===== src/rtl/req_ack_arbiter_pkg.sv =====
`default_nettype none
// ============================================================================
// Module      : req_ack_pkg
// Description : Shared types and defaults for the req/ack arbiter.
// Revision    : 1.0 - initial release
// ============================================================================
package req_ack_pkg;

    localparam int DEFAULT_N_REQ   = 4;
    localparam int DEFAULT_TIMEOUT = 15;
    localparam int CNT_W           = 8;

    typedef enum logic [1:0] {
        IDLE    = 2'd0,
        WAIT    = 2'd1,
        RELEASE = 2'd2
    } arb_state_t;

endpackage
`default_nettype wire


===== src/rtl/req_ack_arbiter_if.sv =====
`default_nettype none
// ============================================================================
// Module      : req_ack_arbiter_if
// Description : Requester and shared-target handshake bundle of the arbiter.
// Revision    : 1.0 - initial release
// ============================================================================
interface req_ack_arbiter_if #(
    parameter int N_REQ = req_ack_pkg::DEFAULT_N_REQ
);
    logic [N_REQ-1:0] req_i;
    logic [N_REQ-1:0] ack_o;
    logic [N_REQ-1:0] grant_o;
    logic             tgt_req;
    logic             tgt_ack;
    logic             busy;
    logic             timeout_err;

    // Arbiter side
    modport master (
        input  req_i,
        input  tgt_ack,
        output ack_o,
        output grant_o,
        output tgt_req,
        output busy,
        output timeout_err
    );

    // Requesters and target side
    modport slave (
        output req_i,
        output tgt_ack,
        input  ack_o,
        input  grant_o,
        input  tgt_req,
        input  busy,
        input  timeout_err
    );
endinterface
`default_nettype wire


===== src/rtl/req_ack_arbiter_rr_pick.sv =====
`default_nettype none
// ============================================================================
// Module      : rr_pick
// Description : Combinational round-robin picker: first set request at or
//               above the pointer, wrapping to the lowest set request below it.
// Revision    : 1.0 - initial release
// ============================================================================
module rr_pick
    import req_ack_pkg::*;
#(
    parameter int N_REQ = DEFAULT_N_REQ,
    localparam int IDX_W = $clog2(N_REQ)
) (
    input  wire logic [N_REQ-1:0] i_req,
    input  wire logic [IDX_W-1:0] i_ptr,
    output logic      [N_REQ-1:0] o_grant,
    output logic      [IDX_W-1:0] o_idx,
    output logic                  o_valid
);

    localparam logic [N_REQ-1:0] c_one = N_REQ'(1);

    logic             w_hi_found;
    logic [IDX_W-1:0] w_hi_idx;
    logic [IDX_W-1:0] w_lo_idx;

    // Scanning downward leaves the lowest qualifying index in each half.
    always_comb begin
        w_hi_found = 1'b0;
        w_hi_idx   = '0;
        w_lo_idx   = '0;
        for (int i = N_REQ - 1; i >= 0; i--) begin
            if (i_req[i]) begin
                if (IDX_W'(i) >= i_ptr) begin
                    w_hi_found = 1'b1;
                    w_hi_idx   = IDX_W'(i);
                end else begin
                    w_lo_idx   = IDX_W'(i);
                end
            end
        end
    end

    assign o_valid = |i_req;
    assign o_idx   = w_hi_found ? w_hi_idx : w_lo_idx;
    assign o_grant = o_valid ? (c_one << o_idx) : '0;

endmodule
`default_nettype wire


===== src/rtl/req_ack_arbiter.sv =====
`default_nettype none
// ============================================================================
// Module      : req_ack_arbiter
// Description : Round-robin arbiter granting N_REQ requesters access to one
//               req/ack target, with wait timeout and a one-cycle release gap.
// Revision    : 1.0 - initial release
// ============================================================================
module req_ack_arbiter
    import req_ack_pkg::*;
#(
    parameter int N_REQ   = DEFAULT_N_REQ,
    parameter int TIMEOUT = DEFAULT_TIMEOUT
) (
    input  wire logic       clk,
    input  wire logic       rst,
    req_ack_arbiter_if.master bus
);

    localparam int IDX_W = $clog2(N_REQ);

    arb_state_t       r_state;
    arb_state_t       w_state_nxt;
    logic [IDX_W-1:0] r_winner;
    logic [IDX_W-1:0] w_winner_nxt;
    logic [IDX_W-1:0] r_rr_ptr;
    logic [IDX_W-1:0] w_rr_ptr_nxt;
    logic [CNT_W-1:0] r_cnt;
    logic [CNT_W-1:0] w_cnt_nxt;

    logic [N_REQ-1:0] r_grant;
    logic [N_REQ-1:0] w_grant_nxt;
    logic [N_REQ-1:0] r_ack;
    logic [N_REQ-1:0] w_ack_nxt;
    logic             r_tgt_req;
    logic             w_tgt_req_nxt;
    logic             r_busy;
    logic             r_timeout_err;
    logic             w_timeout_err_nxt;

    logic [N_REQ-1:0] w_pick_grant;
    logic [IDX_W-1:0] w_pick_idx;
    logic             w_pick_valid;
    logic [IDX_W-1:0] w_ptr_after;

    rr_pick #(
        .N_REQ (N_REQ)
    ) u_rr_pick (
        .i_req   (bus.req_i),
        .i_ptr   (r_rr_ptr),
        .o_grant (w_pick_grant),
        .o_idx   (w_pick_idx),
        .o_valid (w_pick_valid)
    );

    assign w_ptr_after = (r_winner == IDX_W'(N_REQ - 1)) ? '0 : r_winner + IDX_W'(1);

    always_comb begin
        w_state_nxt       = r_state;
        w_winner_nxt      = r_winner;
        w_rr_ptr_nxt      = r_rr_ptr;
        w_cnt_nxt         = r_cnt;
        w_grant_nxt       = r_grant;
        w_tgt_req_nxt     = r_tgt_req;
        w_ack_nxt         = '0;
        w_timeout_err_nxt = 1'b0;

        case (r_state)
            IDLE: begin
                if (w_pick_valid) begin
                    w_state_nxt   = WAIT;
                    w_winner_nxt  = w_pick_idx;
                    w_grant_nxt   = w_pick_grant;
                    w_tgt_req_nxt = 1'b1;
                    w_cnt_nxt     = '0;
                end
            end
            WAIT: begin
                // Ack wins a same-cycle race with the timeout.
                if (bus.tgt_ack) begin
                    w_state_nxt   = RELEASE;
                    w_ack_nxt     = r_grant;
                    w_grant_nxt   = '0;
                    w_tgt_req_nxt = 1'b0;
                    w_rr_ptr_nxt  = w_ptr_after;
                    w_cnt_nxt     = '0;
                end else if (r_cnt == CNT_W'(TIMEOUT - 1)) begin
                    w_state_nxt       = RELEASE;
                    w_timeout_err_nxt = 1'b1;
                    w_grant_nxt       = '0;
                    w_tgt_req_nxt     = 1'b0;
                    w_rr_ptr_nxt      = w_ptr_after;
                    w_cnt_nxt         = '0;
                end else begin
                    w_cnt_nxt = r_cnt + CNT_W'(1);
                end
            end
            RELEASE: begin
                w_state_nxt = IDLE;
            end
            default: begin
                w_state_nxt   = IDLE;
                w_grant_nxt   = '0;
                w_tgt_req_nxt = 1'b0;
            end
        endcase
    end

    always_ff @(posedge clk) begin
        if (rst) begin
            r_state       <= IDLE;
            r_winner      <= '0;
            r_rr_ptr      <= '0;
            r_cnt         <= '0;
            r_grant       <= '0;
            r_ack         <= '0;
            r_tgt_req     <= 1'b0;
            r_busy        <= 1'b0;
            r_timeout_err <= 1'b0;
        end else begin
            r_state       <= w_state_nxt;
            r_winner      <= w_winner_nxt;
            r_rr_ptr      <= w_rr_ptr_nxt;
            r_cnt         <= w_cnt_nxt;
            r_grant       <= w_grant_nxt;
            r_ack         <= w_ack_nxt;
            r_tgt_req     <= w_tgt_req_nxt;
            r_busy        <= (w_state_nxt != IDLE);
            r_timeout_err <= w_timeout_err_nxt;
        end
    end

    assign bus.grant_o     = r_grant;
    assign bus.ack_o       = r_ack;
    assign bus.tgt_req     = r_tgt_req;
    assign bus.busy        = r_busy;
    assign bus.timeout_err = r_timeout_err;

endmodule
`default_nettype wire


===== src/flat_wrapper.sv =====
// flat-port wrapper written by rule: the top's interface ports become plain ports
module req_ack_arbiter_flat import req_ack_pkg::*;
#(
    parameter int N_REQ   = DEFAULT_N_REQ,
    parameter int TIMEOUT = DEFAULT_TIMEOUT
)
  (clk, rst, bus_req_i, bus_tgt_ack, bus_ack_o, bus_grant_o, bus_tgt_req, bus_busy, bus_timeout_err);
  req_ack_arbiter_if #(.N_REQ(N_REQ)) bus_i ();
  input  wire logic clk;
  input  wire logic rst;
  input wire logic [$bits(bus_i.req_i)-1:0] bus_req_i;
  input wire logic [$bits(bus_i.tgt_ack)-1:0] bus_tgt_ack;
  output wire logic [$bits(bus_i.ack_o)-1:0] bus_ack_o;
  output wire logic [$bits(bus_i.grant_o)-1:0] bus_grant_o;
  output wire logic [$bits(bus_i.tgt_req)-1:0] bus_tgt_req;
  output wire logic [$bits(bus_i.busy)-1:0] bus_busy;
  output wire logic [$bits(bus_i.timeout_err)-1:0] bus_timeout_err;
  assign bus_i.req_i = bus_req_i;
  assign bus_i.tgt_ack = bus_tgt_ack;
  assign bus_ack_o = bus_i.ack_o;
  assign bus_grant_o = bus_i.grant_o;
  assign bus_tgt_req = bus_i.tgt_req;
  assign bus_busy = bus_i.busy;
  assign bus_timeout_err = bus_i.timeout_err;
  req_ack_arbiter #(.N_REQ(N_REQ), .TIMEOUT(TIMEOUT)) u_core (.clk(clk), .rst(rst), .bus(bus_i));
endmodule

===== config.mk =====
export PLATFORM = sky130hd
export DESIGN_NAME = req_ack_arbiter_flat
export DESIGN_NICKNAME = d
export VERILOG_FILES = /design/src/rtl/req_ack_arbiter_pkg.sv /design/src/rtl/req_ack_arbiter_if.sv /design/src/rtl/req_ack_arbiter_rr_pick.sv /design/src/rtl/req_ack_arbiter.sv /design/src/flat_wrapper.sv
export SDC_FILE = /design/constraint.sdc
export NUM_CORES = 1
export LEC_CHECK = 0
export ABC_AREA = 1
export BUFFER_PORTS_ARGS = -buffer_cell sky130_fd_sc_hd__buf_4
export CAP_MARGIN = 10
export CORE_ASPECT_RATIO = 1.75
export CORE_UTILIZATION = 35
export DETAILED_ROUTE_END_ITERATION = 6
export SKIP_LAST_GASP = 1
export SYNTH_ARGS = -nofsm -noshare
export SYNTH_HDL_FRONTEND = slang
export SYNTH_SLANG_ARGS = --single-unit

===== constraint.sdc =====
create_clock -name clk -period 3.7 [get_ports clk]
set_input_delay 0.925 -clock clk [delete_from_list [all_inputs] [get_ports clk]]
set_output_delay 0.925 -clock clk [all_outputs]
set_load 0.05 [all_outputs]

==> metrics.md <==
| Metric | Value |
|---|---|
| Status | `finished clean` |
| Count leader, synth | `nand2_1` |
| Area growth from synthesis to layout | `18.05%` |
| Mux share of post-synthesis cell area | `0%` |
| Vias | `1062` |
| Synthesized-area fraction occupied by adder cells | `approximately 3.0%` |
| Power density over the cells | `378.9 nW/um^2` |
| Max_cap viols | `0` |
| Grt ovf | `0` |
| Sequential fraction of the synthesis area | `about two fifths` |
| Post-Synth XOR/XNOR Area | `1.396%` |
| Routed Wire Length | `2.475 mm` |
| Starting density of the core | `a little under two fifths` |
| Dpl ws | `between 1.5 and 2 ns` |
| Setup CP Type | `reg -> out` |
| Share of cells above drive strength 1 | `between 20 and 30%` |
| Worst-skew pair later-pin latency | `0.26 ns` |
| Synth Flop Type | `dfxtp_1` |
| Crit path DAT | `around 0.84 ns` |
| ANT cells | `0` |
| Least-Margin Pin Slew | `approximately 0.27 ns` |
| PnR worst setup slack | `1.934 ns` |
| Critical-path top delay cell | `dfxtp_1` |
| Max FO, Critical Path | `3` |
| Seq pwr share | `51.9%` |
| Reg area | `approximately 500 um^2` |
| Port Buffers | `17` |
| H-tree levels | `1` |
| Switch Pwr | `between 0.15 and 0.2 mW` |
| Period utilization | `47.74%` |
| Die Span X | `about 47 um` |
| Combinational power share | `roughly a fifth` |
| # nets final | `199` |
| Clk pwr share | `~28%` |
| Synth Instances | `168` |
| Number of synthesized register bits | `25` |
| Initial drt markers | `13` |
| Setup bufs post-CTS | `0` |
| Relative slew slack | `slightly above 80%` |
| CP delay by family, top | `flip-flops` |
| Slew Viols, Final | `0` |
| Setup tns final | `0 ns` |
| Die Height | `81.21 um` |
| Yosys cell types | `28` |
| Hold Vio Cnt, Final | `0` |
| Synth Net Count | `between 150 and 200` |
| Die area | `~3800 um^2` |
| Syn. warnings | `0` |
| # fillers | `~370` |
| # setup viols final | `0` |
| Largest area contributor in the netlist | `dfxtp_1` |
| Clock Tree Root | `clkbuf_8` |
| Num CTS Buffers | `3` |
| Drt pass-1 iters | `4` |
| Crit path time final | `around 1.8 ns` |
| Mapped cell area | `1255 um^2` |
| Via/cell ratio | `4.558` |
| Largest family of logic cells by synthesized area | `simple AND/OR/NAND/NOR gates` |
| Multi-input gate area | `650.6 um^2` |
| CTS resizes | `0` |
| Placed Cells incl. Taps | `roughly 230` |
| Core Footprint | `3398 um^2` |
| Drt drc | `0` |
| Leak | `0.6664 nW` |
| Post-synth top cells | `nand2_1, nor2_1, dfxtp_1` |
| Gr usage total | `between 10 and 15%` |
| Finished Layout Cells | `233` |
| CTS Sinks | `25` |
| Critical path depth | `1` |
| Hold depth | `2` |
| Initial antenna violation count | `0` |
| Global placer's final weighted congestion | `between 0.8 and 0.9` |
| Crit path largest cell delay | `0.37 ns` |
| Routed WL per cell | `between 10 and 15 um` |
| Net Sw Frac | `between 20% and 30%` |
| Compound-cell area share of the yosys netlist | `between 10% and 20%` |
| CP Cell Sequence | `buf_4` |
| RSZ-0062 raised after global routing | `false` |
| Mean Syn Cell Area | `approximately 7.5 um^2` |
| Critical Path RT | `around 2.8 ns` |
| Type of origin of the critical path | `flip-flop` |
| Post-synth top area share | `about two fifths` |
| CP Capture Type | `primary output` |
| CTS Hold Buffers Added | `0` |
| CTS max path bufs | `2` |
| Clk slew on worst S/H paths | `around 0.080 ns` |
| Post-Synth Simple-Gate Area | `a little under two fifths` |
| DRT antenna net count | `0` |
| TritonCTS clock tree | `done` |
| Post-DP HPWL | `~2.0 mm` |
| Largest cells by area after synthesis | `dfxtp_1, nand2_1, nor2_1` |
| Worst hold path type | `reg -> reg` |
| Vias in the first global route | `1020` |
| Post-synth EDFFs | `0` |
| Ys async rst share | `0%` |
| CP bufs+invs | `1` |
| Internal power | `about 0.4 mW` |
| Peak supply drop | `~210 uV` |
| First-pass GRT wire length | `4.015 mm` |
| FF-to-FF path depth | `7` |
| Max Clock Skew | `0.002162 ns` |
| Largest net degree at the start of global routing | `15` |
| Fmax | `about 570 MHz` |
| Ports | `18` |
| Cell row count | `28` |
layout by cell type, fill, tap and decap left out, types with 2 or more instances in the layout:
cell      synthesis  routed
nand3_2           2       2
inv_1            20      20
nor2_4            2       2
dfxtp_1          25      25
o21ai_1           6       6
nand2_1          27      27
nor2_2            6       6
inv_2             3       3
nand2_4           3       3
nand2_2          11      11
ha_1              3       3
xor2_1            2       2
a21oi_1          12      12
nor2_1           26      26
clkbuf_8          0       3
nand3_1           6       6
buf_4             0      17
clkinv_1          2       2
cells by family after synthesis:
logic type / count (synthesis)
xor gates and xnor gates: 2
AOI/OAI and AO/OA: 22
adders and majority gates: 3
and+or+nand+nor: 89
DFF: 25
buffers and inverters: 27
layout make-up:
| class | count | share of cell area, % |
|---|---|---|
| multi-input cells | 116 | 43.92 |
| clock inverters | 1 | 0.3378 |
| flip-flops and latches | 25 | 33.78 |
| clock buffers | 3 | 2.787 |
| inverters | 26 | 6.757 |
| repair buffers | 17 | 8.615 |
| well taps | 45 | 3.801 |
tightest hold or removal path: cells and delay by family, from the launching register on:
| kind | cells | cell delay, ns |
|---|---|---|
| simple gates | 1 | 0.03 |
| buf+inv | 1 | 0.05 |
| flops | 1 | 0.33 |
stage by stage:
step / total power, mW / cell area (um^2) / hold slack, ns / utilization, %
after floorplan: 0.3795 / 1255 / 0.4799 / -
after global placement: 0.4093 / 1435 / 0.4393 / 42.23
after detailed placement: 0.4110 / 1435 / 0.4407 / 42.23
after CTS: 0.5713 / 1481 / 0.4555 / 43.59
after global routing: 0.5919 / 1481 / 0.4925 / 43.59
final: 0.5613 / 1481 / 0.4531 / 43.59
registers in the layout, indices dropped and copies added, names as in the netlist:
name	flops
u_core.bus.ack_o	4
u_core.bus.busy	1
u_core.bus.grant_o	4
u_core.bus.tgt_req	1
u_core.bus.timeout_err	1
u_core.r_cnt	8
u_core.r_rr_ptr	2
u_core.r_state	2
u_core.r_winner	2
path summary, 6_finish.rpt:
kind / to / from / slack, ns
max: bus_grant_o[3] / u_core.bus.grant_o[3] / 1.93
min: u_core.bus.ack_o[2] / u_core.bus.grant_o[2] / 0.45
max reg2reg: u_core.r_cnt[4] / u_core.r_cnt[0] / 2.31
min reg2reg: u_core.bus.ack_o[2] / u_core.bus.grant_o[2] / 0.45
routing by layer:
metal | global-route usage [%] | vias to the layer above | part of all wire (%)
met5 | 0 | - | 0
met2 | 28.90 | 7 | 60
li1 | - | 556 | -
met4 | 6.857 | 0 | 1.8
met1 | 12.59 | 495 | 37
met3 | 2.000 | 4 | 1.3
power by group through the flow:
| stage | clock, mW | combinational [mW] | sequential (mW) |
|---|---|---|---|
| finish | 0.157 | 0.113 | 0.292 |
| global route | 0.174 | 0.124 | 0.293 |
| CTS | 0.166 | 0.114 | 0.292 |
| detailed placement | 0 | 0.113 | 0.298 |
| global placement | 0 | 0.112 | 0.298 |
| floorplan | 0 | 0.0633 | 0.316 |
(Power assumes the default switching activity.)
